==> src/rtl/song_reader.sv <==
// song_reader: walks the note table of the selected song in a synchronous
// note ROM, issuing one note at a time to the note player.
//
// Ports:
//   clk         system clock, rising edge
//   reset       asynchronous active-low reset
//   play        1 = fetch and issue notes, 0 = hold in IDLE
//   song        song select, upper bits of the ROM address
//   reset_play  synchronous restart of the current song (level, highest priority)
//   note_done   one-cycle pulse from the note player when the note has ended
//   rom_addr    {song, idx}, combinational
//   rom_data    {note, duration}, valid one cycle after rom_addr
//   note        registered note code of the current note
//   duration    registered duration of the current note
//   new_note    one-cycle strobe, note/duration are fresh
//   song_done   one-cycle pulse at end of song
module song_reader #(
  parameter int unsigned IDX_W  = 5,
  parameter int unsigned NOTE_W = 6,
  parameter int unsigned DUR_W  = 6
) (
  input  logic                    clk,
  input  logic                    reset,
  input  logic                    play,
  input  logic [1:0]              song,
  input  logic                    reset_play,
  input  logic                    note_done,
  output logic [IDX_W+1:0]        rom_addr,
  input  logic [NOTE_W+DUR_W-1:0] rom_data,
  output logic [NOTE_W-1:0]       note,
  output logic [DUR_W-1:0]        duration,
  output logic                    new_note,
  output logic                    song_done
);

  localparam int unsigned ROM_W = NOTE_W + DUR_W;
  localparam logic [IDX_W-1:0] IDX_LAST = '1;

  typedef enum logic [1:0] {
    S_IDLE  = 2'd0,
    S_FETCH = 2'd1,
    S_CHECK = 2'd2,
    S_WAIT  = 2'd3
  } state_e;

  state_e              state_q, state_d;
  logic [IDX_W-1:0]    idx_q, idx_d;
  logic [NOTE_W-1:0]   note_q, note_d;
  logic [DUR_W-1:0]    dur_q, dur_d;
  logic                new_note_q, new_note_d;
  logic                song_done_q, song_done_d;

  logic [NOTE_W-1:0]   rom_note;
  logic [DUR_W-1:0]    rom_dur;

  assign rom_note = rom_data[ROM_W-1:DUR_W];
  assign rom_dur  = rom_data[DUR_W-1:0];

  // ROM address tracks song and index directly so the word is ready in CHECK
  assign rom_addr = {song, idx_q};

  // Next-state and output decode; strobes default low so they last one cycle
  always_comb begin
    state_d     = state_q;
    idx_d       = idx_q;
    note_d      = note_q;
    dur_d       = dur_q;
    new_note_d  = 1'b0;
    song_done_d = 1'b0;

    unique case (state_q)
      S_IDLE: begin
        if (play) begin
          state_d = S_FETCH;
        end
      end
      S_FETCH: begin
        state_d = S_CHECK;
      end
      S_CHECK: begin
        if (rom_dur == '0) begin
          // Zero duration marks end of song; keep the last note on the outputs
          song_done_d = 1'b1;
          idx_d       = '0;
          state_d     = S_IDLE;
        end else begin
          note_d     = rom_note;
          dur_d      = rom_dur;
          new_note_d = 1'b1;
          state_d    = S_WAIT;
        end
      end
      S_WAIT: begin
        if (note_done) begin
          // Index wraps naturally; a full table ends the song without a marker
          idx_d   = idx_q + IDX_W'(1);
          state_d = S_IDLE;
          if (idx_q == IDX_LAST) begin
            song_done_d = 1'b1;
          end
        end
      end
      default: begin
        state_d = S_IDLE;
      end
    endcase

    // Restart wins over everything decoded above, including end of song
    if (reset_play) begin
      state_d     = S_IDLE;
      idx_d       = '0;
      note_d      = '0;
      dur_d       = '0;
      new_note_d  = 1'b0;
      song_done_d = 1'b0;
    end
  end

  // State and output registers
  always_ff @(posedge clk or negedge reset) begin
    if (!reset) begin
      state_q     <= S_IDLE;
      idx_q       <= '0;
      note_q      <= '0;
      dur_q       <= '0;
      new_note_q  <= 1'b0;
      song_done_q <= 1'b0;
    end else begin
      state_q     <= state_d;
      idx_q       <= idx_d;
      note_q      <= note_d;
      dur_q       <= dur_d;
      new_note_q  <= new_note_d;
      song_done_q <= song_done_d;
    end
  end

  assign note      = note_q;
  assign duration  = dur_q;
  assign new_note  = new_note_q;
  assign song_done = song_done_q;

endmodule

==> config.mk <==
export PLATFORM = sky130hd
export DESIGN_NAME = song_reader
export DESIGN_NICKNAME = d
export VERILOG_FILES = /design/src/rtl/song_reader.sv
export SDC_FILE = /design/constraint.sdc
export NUM_CORES = 1
export LEC_CHECK = 0
export ABC_AREA = 1
export CAP_MARGIN = 20
export CORE_ASPECT_RATIO = 0.6
export CORE_MARGIN = 8
export CORE_UTILIZATION = 42
export DETAILED_ROUTE_END_ITERATION = 8
export GPL_TIMING_DRIVEN = 0
export PLACE_DENSITY = 0.77
export SLEW_MARGIN = 20
export SYNTH_ARGS = -nofsm -noshare
export SYNTH_HDL_FRONTEND = slang
export SYNTH_SLANG_ARGS = --single-unit
==> constraint.sdc <==
create_clock -name clk -period 1.7 [get_ports clk]
set_clock_uncertainty 0.1 [all_clocks]
set_input_delay 0.17 -clock clk [delete_from_list [all_inputs] [get_ports clk]]
set_output_delay 0.17 -clock clk [all_outputs]
set_load 0.03 [all_outputs]
After elaboration in Yosys (flattened, before gate mapping)
Cells that the tools add are included.
Widths: inputs -> output; s select.
{"block": "word_totals", "register_bits": 21, "in_bits": 19, "out_inout_bits": 21, "word_cells": 45}
{"block": "op_classes", "n_addsub": 1, "eq_ne": 8, "muxes": 23, "reduce_logical": 7}
{"cell": "$mux 6", "count": 6}
{"cell": "$mux 5", "count": 3}
{"cell": "$pmux 5 s2", "count": 1}
{"cell": "$ne 3x3->1 const B", "count": 3}
{"cell": "$mux 2", "count": 4}
{"cell": "$pmux 2 s4", "count": 1}
{"cell": "$mux 1", "count": 7}
{"cell": "$logic_not 6->1", "count": 1}
{"cell": "$add 5x1->5 const B", "count": 1}
{"cell": "$eq 5x5->1 const B", "count": 1}
{"cell": "$eq 2x2->1 const B", "count": 2}
{"cell": "$reduce_and 2->1", "count": 2}
{"cell": "$reduce_and 3->1", "count": 1}
{"cell": "$reduce_bool 3->1", "count": 1}
{"cell": "$eq 2x1->1 const B", "count": 1}
{"cell": "$logic_not 2->1", "count": 1}
{"cell": "$ne 2x2->1 const B", "count": 1}
{"cell": "$pmux 1 s2", "count": 1}
{"cell": "$reduce_bool 2->1", "count": 1}

Logic depth before layout (Yosys ltp)
Gate-level depths: netlist of run 1.
{"block": "logic_depth", "ltp_word": 5, "ltp_mapped": 8, "depth_no_buf": 8}

Worst setup path before layout of run 1
No wires, ideal clock.
{"block": "synth_path", "path_kind": "reg-to-reg", "startpoint": "register idx_q[0]", "endpoint": "register idx_q[4]", "setup_time_ns": 0.118, "t_arrival_ns": 1.364, "required_ns": 1.482, "slack_ns": 0.118, "stages_incl_launch_ff": 9, "n_path_buf": 0, "period_less_slack_ns": 1.582, "cell_sequence": "dfrtp_1 -> ha_1 -> nand2_1 -> nor2_1 -> ha_1 -> nand2_1 -> nor2_1 -> nand3_1 -> nand2_1"}
{"block": "synth_between", "elab_chain_cells": 4}
{"item": "start, declared", "line_no": "47", "text": "logic [IDX_W-1:0] idx_q, idx_d;"}
{"item": "start signal, assigned", "line_no": "130", "text": "idx_q <= idx_d;"}
{"item": "$add 5x1->5", "line_no": "96", "text": "idx_d = idx_q + IDX_W'(1);"}
{"item": "$mux 5", "line_no": "94", "text": "if (note_done) begin"}
{"item": "$pmux 5 s2", "line_no": "71", "text": "unique case (state_q)"}
{"item": "$mux 5", "line_no": "109", "text": "if (reset_play) begin"}
Every way passes these cells. The select of a mux whose other input is x is not followed.
A chain may end at the register's enable or synchronous reset.

Worst setup path after layout of run 1
{"block": "layout_path", "startpoint": "register idx_q[1]", "endpoint": "output port rom_addr[1]"}
{"item": "end, declared", "line_no": "28", "text": "output logic [IDX_W+1:0] rom_addr,"}
No word-level cell between the ends.

==> results.tsv, run 1 <==
stage	metric	value	unit
cells_and_area	final_area	0.00149	sq mm
setup_path	startpoint_type	flip-flop	
placed_design	hpwl	2180	um
die	dieArea	0.00435	sq mm
global_routing	grt_pass1_wl	4170	um
sta	max_slew_margin	38.6	%
die	row_count	14	
sta	hold_viol	0	
global_routing	track_usage	12.5	%
sta	holdWs	318	ps
synthesis	synth_edf_count	0	
run	cap_viol_max_count	0	
setup_path	r2r_cells	8	
synthesis	yosysUniqueCellTypes	19	
cells_and_area	drive_gt1_share	9.76	%
synthesis	ys_ff_latch	21	
clock_tree	htreeDepth	1	
sta	timing.final.crit_share	98.1	%
outcome	status	complete, no violations	
cells_and_area	fillerInstances	207	
die	die_x	80.0	um
sta	tightest_slew	918	ps
placed_design	placed_area	0.00144	sq mm
sta	rsz0062_at_grt	no	
route	dr.pass1.iters	4	
synthesis	syn_avg_cell_area	8.38	sq um
synthesis	synth_flop_cell	dfrtp_1	
placed_design	gp_congestion	0.915	
setup_path	path_buf_inv	1	
cells_and_area	final_net_count	186	
synthesis	async_reset_ff_share	100	%
setup_path	r2r-end	idx_q[4]	
setup_path	critPathArrivalTime	1400	ps
die	fp.dieH	54.4	um
setup_path	cp_cell_sequence	clkdlybuf4s50_1	
setup_path	path_max_fanout	5	
synthesis	synth_nets	144	
cells_and_area	insertedDiodeCount	0	
route	avgRoutedWirePerCell	13.6	um
power_and_ir_drop	p_leak	0.762	nW
power_and_ir_drop	cellPowerDensity	734	mW/mm^2
clock_tree	cts-root-buf	clkbuf_8	
clock_tree	cts_made_buffers	3	
clock_tree	cts.sinks	21	
sta	layout_min_cycle_time	1670	ps
synthesis	yosys-top-cells-area	dfrtp_1 51%, nand2_1 16%, nand3_1 9.7%	
global_routing	grt_pass1_vias	914	
synthesis	synth_cells	123	
setup_path	path_delay_family	buffers and inverters	
synthesis	ys_seq_area_share	51.0	%
synthesis	yosysWarnings	0	
synthesis	yosys-top-cells-count	44 x nand2_1, 21 x dfrtp_1, 20 x nand3_1	
sta	fin_setup_tns	0	ps
route	drc	0	
setup_path	rr_startpoint	idx_q[0]	
clock_tree	cts_tree	yes	
sta	slew_violations	0	
placed_design	port_buffers	37	
clock_tree	post_cts_buffers	0	
synthesis	synth.largest_area_cell	dfrtp_1	
synthesis	syn_area	0.00103	sq mm
die	boundaryPins	40	
route	totalWireLength	2660	um
route	ant_nets	0	
setup_path	rrSetupSlack	180	ps
global_routing	grt_max_degree	22	
die	start_util	42.7	%
clock_tree	clkTransAtPathRegs	80	ps
setup_path	cpPeakStageDelay	710	ps
route	num_vias	956	
sta	max_clock_freq	599	MHz
global_routing	grt_overflow	0	
cells_and_area	area_growth	44.8	%
setup_path	endpoint_kind	output port	
global_routing	antenna_found_initial	0	
die	design.core.area	0.00242	sq mm
route	drt_iter0_markers	39	
hold_path	hp-class	in -> async	
clock_tree	clockBufferDepth	2	
sta	finalSetupViolations	0	
setup_path	crit_slowest_cell	clkdlybuf4s50_1	
route	viasPerCell	4.88	
clock_tree	clock_latency	260	ps
synthesis	synth_top_area_share	51.0	%
power_and_ir_drop	ir_drop	486	uV
synthesis	synth.most_common_cell	nand2_1	
setup_path	required	1430	ps
setup_path	worstSetupPathType	reg -> out	
==> per-layer routing <==
layer	GRT usage [%]	vias to the layer above	share of wire, %
li1	-	476	-
met1	14.1	444	44
met2	21.4	29	47
met3	4.43	7	7.3
met4	5.39	0	1.8
met5	0	-	0
==> power by group <==
group	total (mW)	leakage, nW	switching, mW	internal (mW)
clock network	0.317	0.0255	0.154	0.163
registers	0.541	0.289	0.0178	0.524
logic	0.237	0.448	0.136	0.101
total	1.10	0.762	0.308	0.788
==> how the worst max path moves through the flow <==
stage / startpoint / endpoint / slack (ps) / cells after the start
2_1_floorplan: idx_q[0] / idx_q[4] / 120 / 8
3_3_place_gp: reset_play / note[2] / 20 / 5
3_5_place_dp: rom_data[0] / duration[3] / -10 / 8
4_1_cts: idx_q[2] / rom_addr[2] / 6 / 1
5_1_grt: idx_q[1] / rom_addr[1] / 0.4 / 1
6_report: idx_q[1] / rom_addr[1] / 30 / 1
==> placed cells by master, fill, tap and decap left out, types with 3 or more instances in the layout <==
master and count:
dfrtp_1 21, inv_2 3, nand3_1 20, clkbuf_8 3
buf_4 3, inv_1 5, nor2_1 11, nand2_1 44
clkdlybuf4s50_1 35
==> through the flow <==
stage	util [%]	total power, mW	instances	setup slack, ps
after floorplan	-	0.671	123	118
final	61.7	1.10	196	31.8
after detailed placement	59.6	0.789	192	-14.9
after global placement	59.6	0.783	192	23.1
after global routing	61.7	1.15	196	0.445
after CTS	61.5	1.11	196	6.18
==> area by class of cell <==
cell class | count | area [sq um] | area share, %
buffer | 5 | 37.5 | 2.51
clock buffer | 3 | 41.3 | 2.77
clock inverter | 1 | 5.00 | 0.335
inverter | 8 | 30.0 | 2.01
multi-input combinational | 89 | 438 | 29.3
sequential | 21 | 526 | 35.2
tap | 32 | 40.0 | 2.68
timing repair buffer | 37 | 375 | 25.1
==> flip-flops by register name, summed over array words and instances, names as in the netlist <==
signal / flops
idx_q: 5
duration: 6
song_done: 1
note: 6
state_q: 2
new_note: 1
==> kinds of logic after synthesis <==
group / count (synthesis) / share of synthesized area (%)
simple gates: 81 / 35.4
flops: 21 / 51.0
buf+inv: 13 / 6.55
compound gates: 5 / 3.76
fa+ha+maj: 2 / 2.43
xor+xnor: 1 / 0.850
==> timing repair <==
item	4_1_cts	5_1_grt
hold buffers	0	0
resized for setup	0	2
setup endpoints to repair	0	2
Note: power is estimated with default switching activity, not from simulation.
==> run 2, diff against run 1 <==
--- a/config.mk
+++ b/config.mk
@@ -10,6 +10,7 @@
 export CORE_ASPECT_RATIO = 0.6
 export CORE_MARGIN = 8
 export CORE_UTILIZATION = 42
+export CTS_CLUSTER_SIZE = 24
 export DETAILED_ROUTE_END_ITERATION = 8
 export GPL_TIMING_DRIVEN = 0
 export PLACE_DENSITY = 0.77
==> results of run 2 <==
Same layout as run 1: the final DEF is identical, and so are final timing and power.
==> run 3, diff against run 2 <==
--- a/config.mk
+++ b/config.mk
@@ -6,14 +6,15 @@
 export NUM_CORES = 1
 export LEC_CHECK = 0
 export ABC_AREA = 1
-export CAP_MARGIN = 20
+export CAP_MARGIN = 5
 export CORE_ASPECT_RATIO = 0.6
 export CORE_MARGIN = 8
-export CORE_UTILIZATION = 42
+export CORE_UTILIZATION = 44
+export CTS_BUF_LIST = sky130_fd_sc_hd__clkbuf_8
 export CTS_CLUSTER_SIZE = 24
 export DETAILED_ROUTE_END_ITERATION = 8
 export GPL_TIMING_DRIVEN = 0
-export PLACE_DENSITY = 0.77
+export PLACE_DENSITY = 0.8
 export SLEW_MARGIN = 20
 export SYNTH_ARGS = -nofsm -noshare
 export SYNTH_HDL_FRONTEND = slang
==> results.tsv, run 3 (synthesis results as in run 1) <==
stage	metric	value	unit
outcome	status	complete, no violations	
route	ant_nets	0	
route	met2_length	1490	um
placed_design	hpwl	2220	um
placed_design	gp_congestion	0.854	
global_routing	grt_pass1_wl	4570	um
clock_tree	clkTransAtPathRegs	70	ps
clock_tree	cts_tree	yes	
sta	tightest_slew	952	ps
route	totalWireLength	2870	um
power_and_ir_drop	clkPwrFrac	28.5	%
placed_design	pre_cts_ws	-28.9	ps
route	top_layer	met4	
sta	finalSetupViolations	0	
hold_path	hp-class	in -> async	
route	dr.pass1.iters	4	
power_and_ir_drop	netSwitchingPower	0.311	mW
sta	worst_slack	104	ps
setup_path	cpPeakStageDelay	690	ps
clock_tree	clockBufferDepth	2	
setup_path	worstSetupPathType	reg -> out	
route	drc	0	
die	start_util	47.0	%
power_and_ir_drop	internal_power	0.785	mW
die	boundaryPins	40	
power_and_ir_drop	combinationalPowerShare	21.9	%
setup_path	required	1430	ps
cells_and_area	drive_gt1_share	9.15	%
setup_path	cp_cell_sequence	clkdlybuf4s50_1	
setup_path	path_delay_family	buffers and inverters	
global_routing	antenna_found_initial	0	
sta	layout_min_cycle_time	1600	ps
setup_path	critPathArrivalTime	1330	ps
setup_path	endpoint_kind	output port	
die	design.core.area	0.00220	sq mm
route	met3_wirelength	195	um
power_and_ir_drop	cellPowerDensity	737	mW/mm^2
run	cap_viol_max_count	0	
route	num_vias	968	
placed_design	port_buffers	37	
cells_and_area	fin_cells	194	
die	row_count	13	
clock_tree	clock_latency	260	ps
cells_and_area	area_growth	44.3	%
cells_and_area	final_common_cell	nand2_1	
die	fp.dieH	53.5	um
die	dieArea	0.00420	sq mm
setup_path	path_buf_inv	1	
setup_path	path_max_fanout	2	
setup_path	startpoint_type	flip-flop	
die	die_x	78.5	um
route	viasPerCell	4.99	
sta	rsz0062_at_grt	no	
power_and_ir_drop	p_leak	0.769	nW
global_routing	grt_overflow	0	
clock_tree	cts-root-buf	clkbuf_8	
clock_tree	htreeDepth	1	
route	drt_iter0_markers	47	
clock_tree	cts_hold_buf	0	
global_routing	track_usage	14.0	%
sta	max_clock_freq	626	MHz
global_routing	grt_pass1_vias	930	
sta	hold_viol	0	
setup_path	crit_slowest_cell	clkdlybuf4s50_1	
power_and_ir_drop	power_frac_seq	49.6	%
cells_and_area	fillerInstances	179	
clock_tree	cts.sinks	21	
route	wl_met1	1160	um
sta	timing.final.crit_share	93.9	%
sta	max_slew_margin	36.3	%
sta	slew_violations	0	
power_and_ir_drop	ir_drop	510	uV
placed_design	place_inst	190	
cells_and_area	insertedDiodeCount	0	
global_routing	grt_max_degree	22	
clock_tree	cts_made_buffers	3	
cells_and_area	final_net_count	186	
route	avgRoutedWirePerCell	14.8	um
power_and_ir_drop	switching_share	28.4	%
clock_tree	post_cts_buffers	0	
cells_and_area	final_cell_mix	44 x nand2_1, 34 x clkdlybuf4s50_1, 21 x dfrtp_1	
run 3: cell count changes in the layout (fill, tap and decap cells not counted):
cell	change
clkdlybuf4s50_1	-1
clkinv_2	-1
dlygate4sd2_1	+1
inv_1	+1
run 3: what timing repair did:
item | CTS | global route
hold endpoints to repair | 0 | 0
setup endpoints to repair | 1 | 2
gates cloned | 0 | 0
gates resized for setup | 1 | 2
run 3: cell type report:
cell class | instances | area, sq um | area share [%]
Tap cell | 30 | 37.5 | 2.52
Inverter | 8 | 30.0 | 2.02
Timing Repair Buffer | 37 | 374 | 25.1
Multi-Input combinational cell | 89 | 438 | 29.4
Clock buffer | 3 | 41.3 | 2.78
Sequential cell | 21 | 526 | 35.3
Buffer | 5 | 37.5 | 2.52
Clock inverter | 1 | 3.75 | 0.252
run 3: power groups by stage:
stage               clock, mW  sequential [mW]  combinational [mW]
CTS                     0.319            0.543               0.241
finish                  0.313            0.544               0.240
global placement            0            0.550               0.233
floorplan                   0            0.588              0.0822
global route            0.347            0.547               0.256
detailed placement          0            0.551               0.239
run 3: stage by stage:
stage          hold slack, ps  setup TNS [ps]  utilization (%)  power (mW)  cell area (sq um)
6_report                  340               0             67.7        1.10               1490
5_1_grt                   350               0             67.7        1.15               1490
4_1_cts                   349               0             67.5        1.10               1480
3_5_place_dp              401            -175             65.5       0.790               1440
3_3_place_gp              394               0             65.5       0.783               1440
2_1_floorplan            -226               0                -       0.671               1030
run 3: metal layers:
layer  GRT usage, %  vias to the layer above
li1               -                      479
met4           3.66                        0
met1           15.8                      448
met2           25.7                       35
met5              0                        -
met3           4.05                        6
run 3: worst register-to-register path, delay by kind of cell, from the launching register on:
| kind | cells | cell delay (ps) |
|---|---|---|
| adders and majority gates | 2 | 510 |
| DFF | 1 | 440 |
| and+or+nand+nor | 6 | 350 |
run 3: worst paths after layout:
path                       cells after the start         start     endpoint  slack, ps
max                                            1   duration[0]  duration[0]        100
min                                            1         reset      note[2]        340
max reg2reg                                    8      idx_q[0]     idx_q[4]        190
min reg2reg                                    2      idx_q[4]     idx_q[4]        420
max in group asynchronous                      1         reset    song_done        580
min in group clk                               3  rom_data[11]      note[5]        350
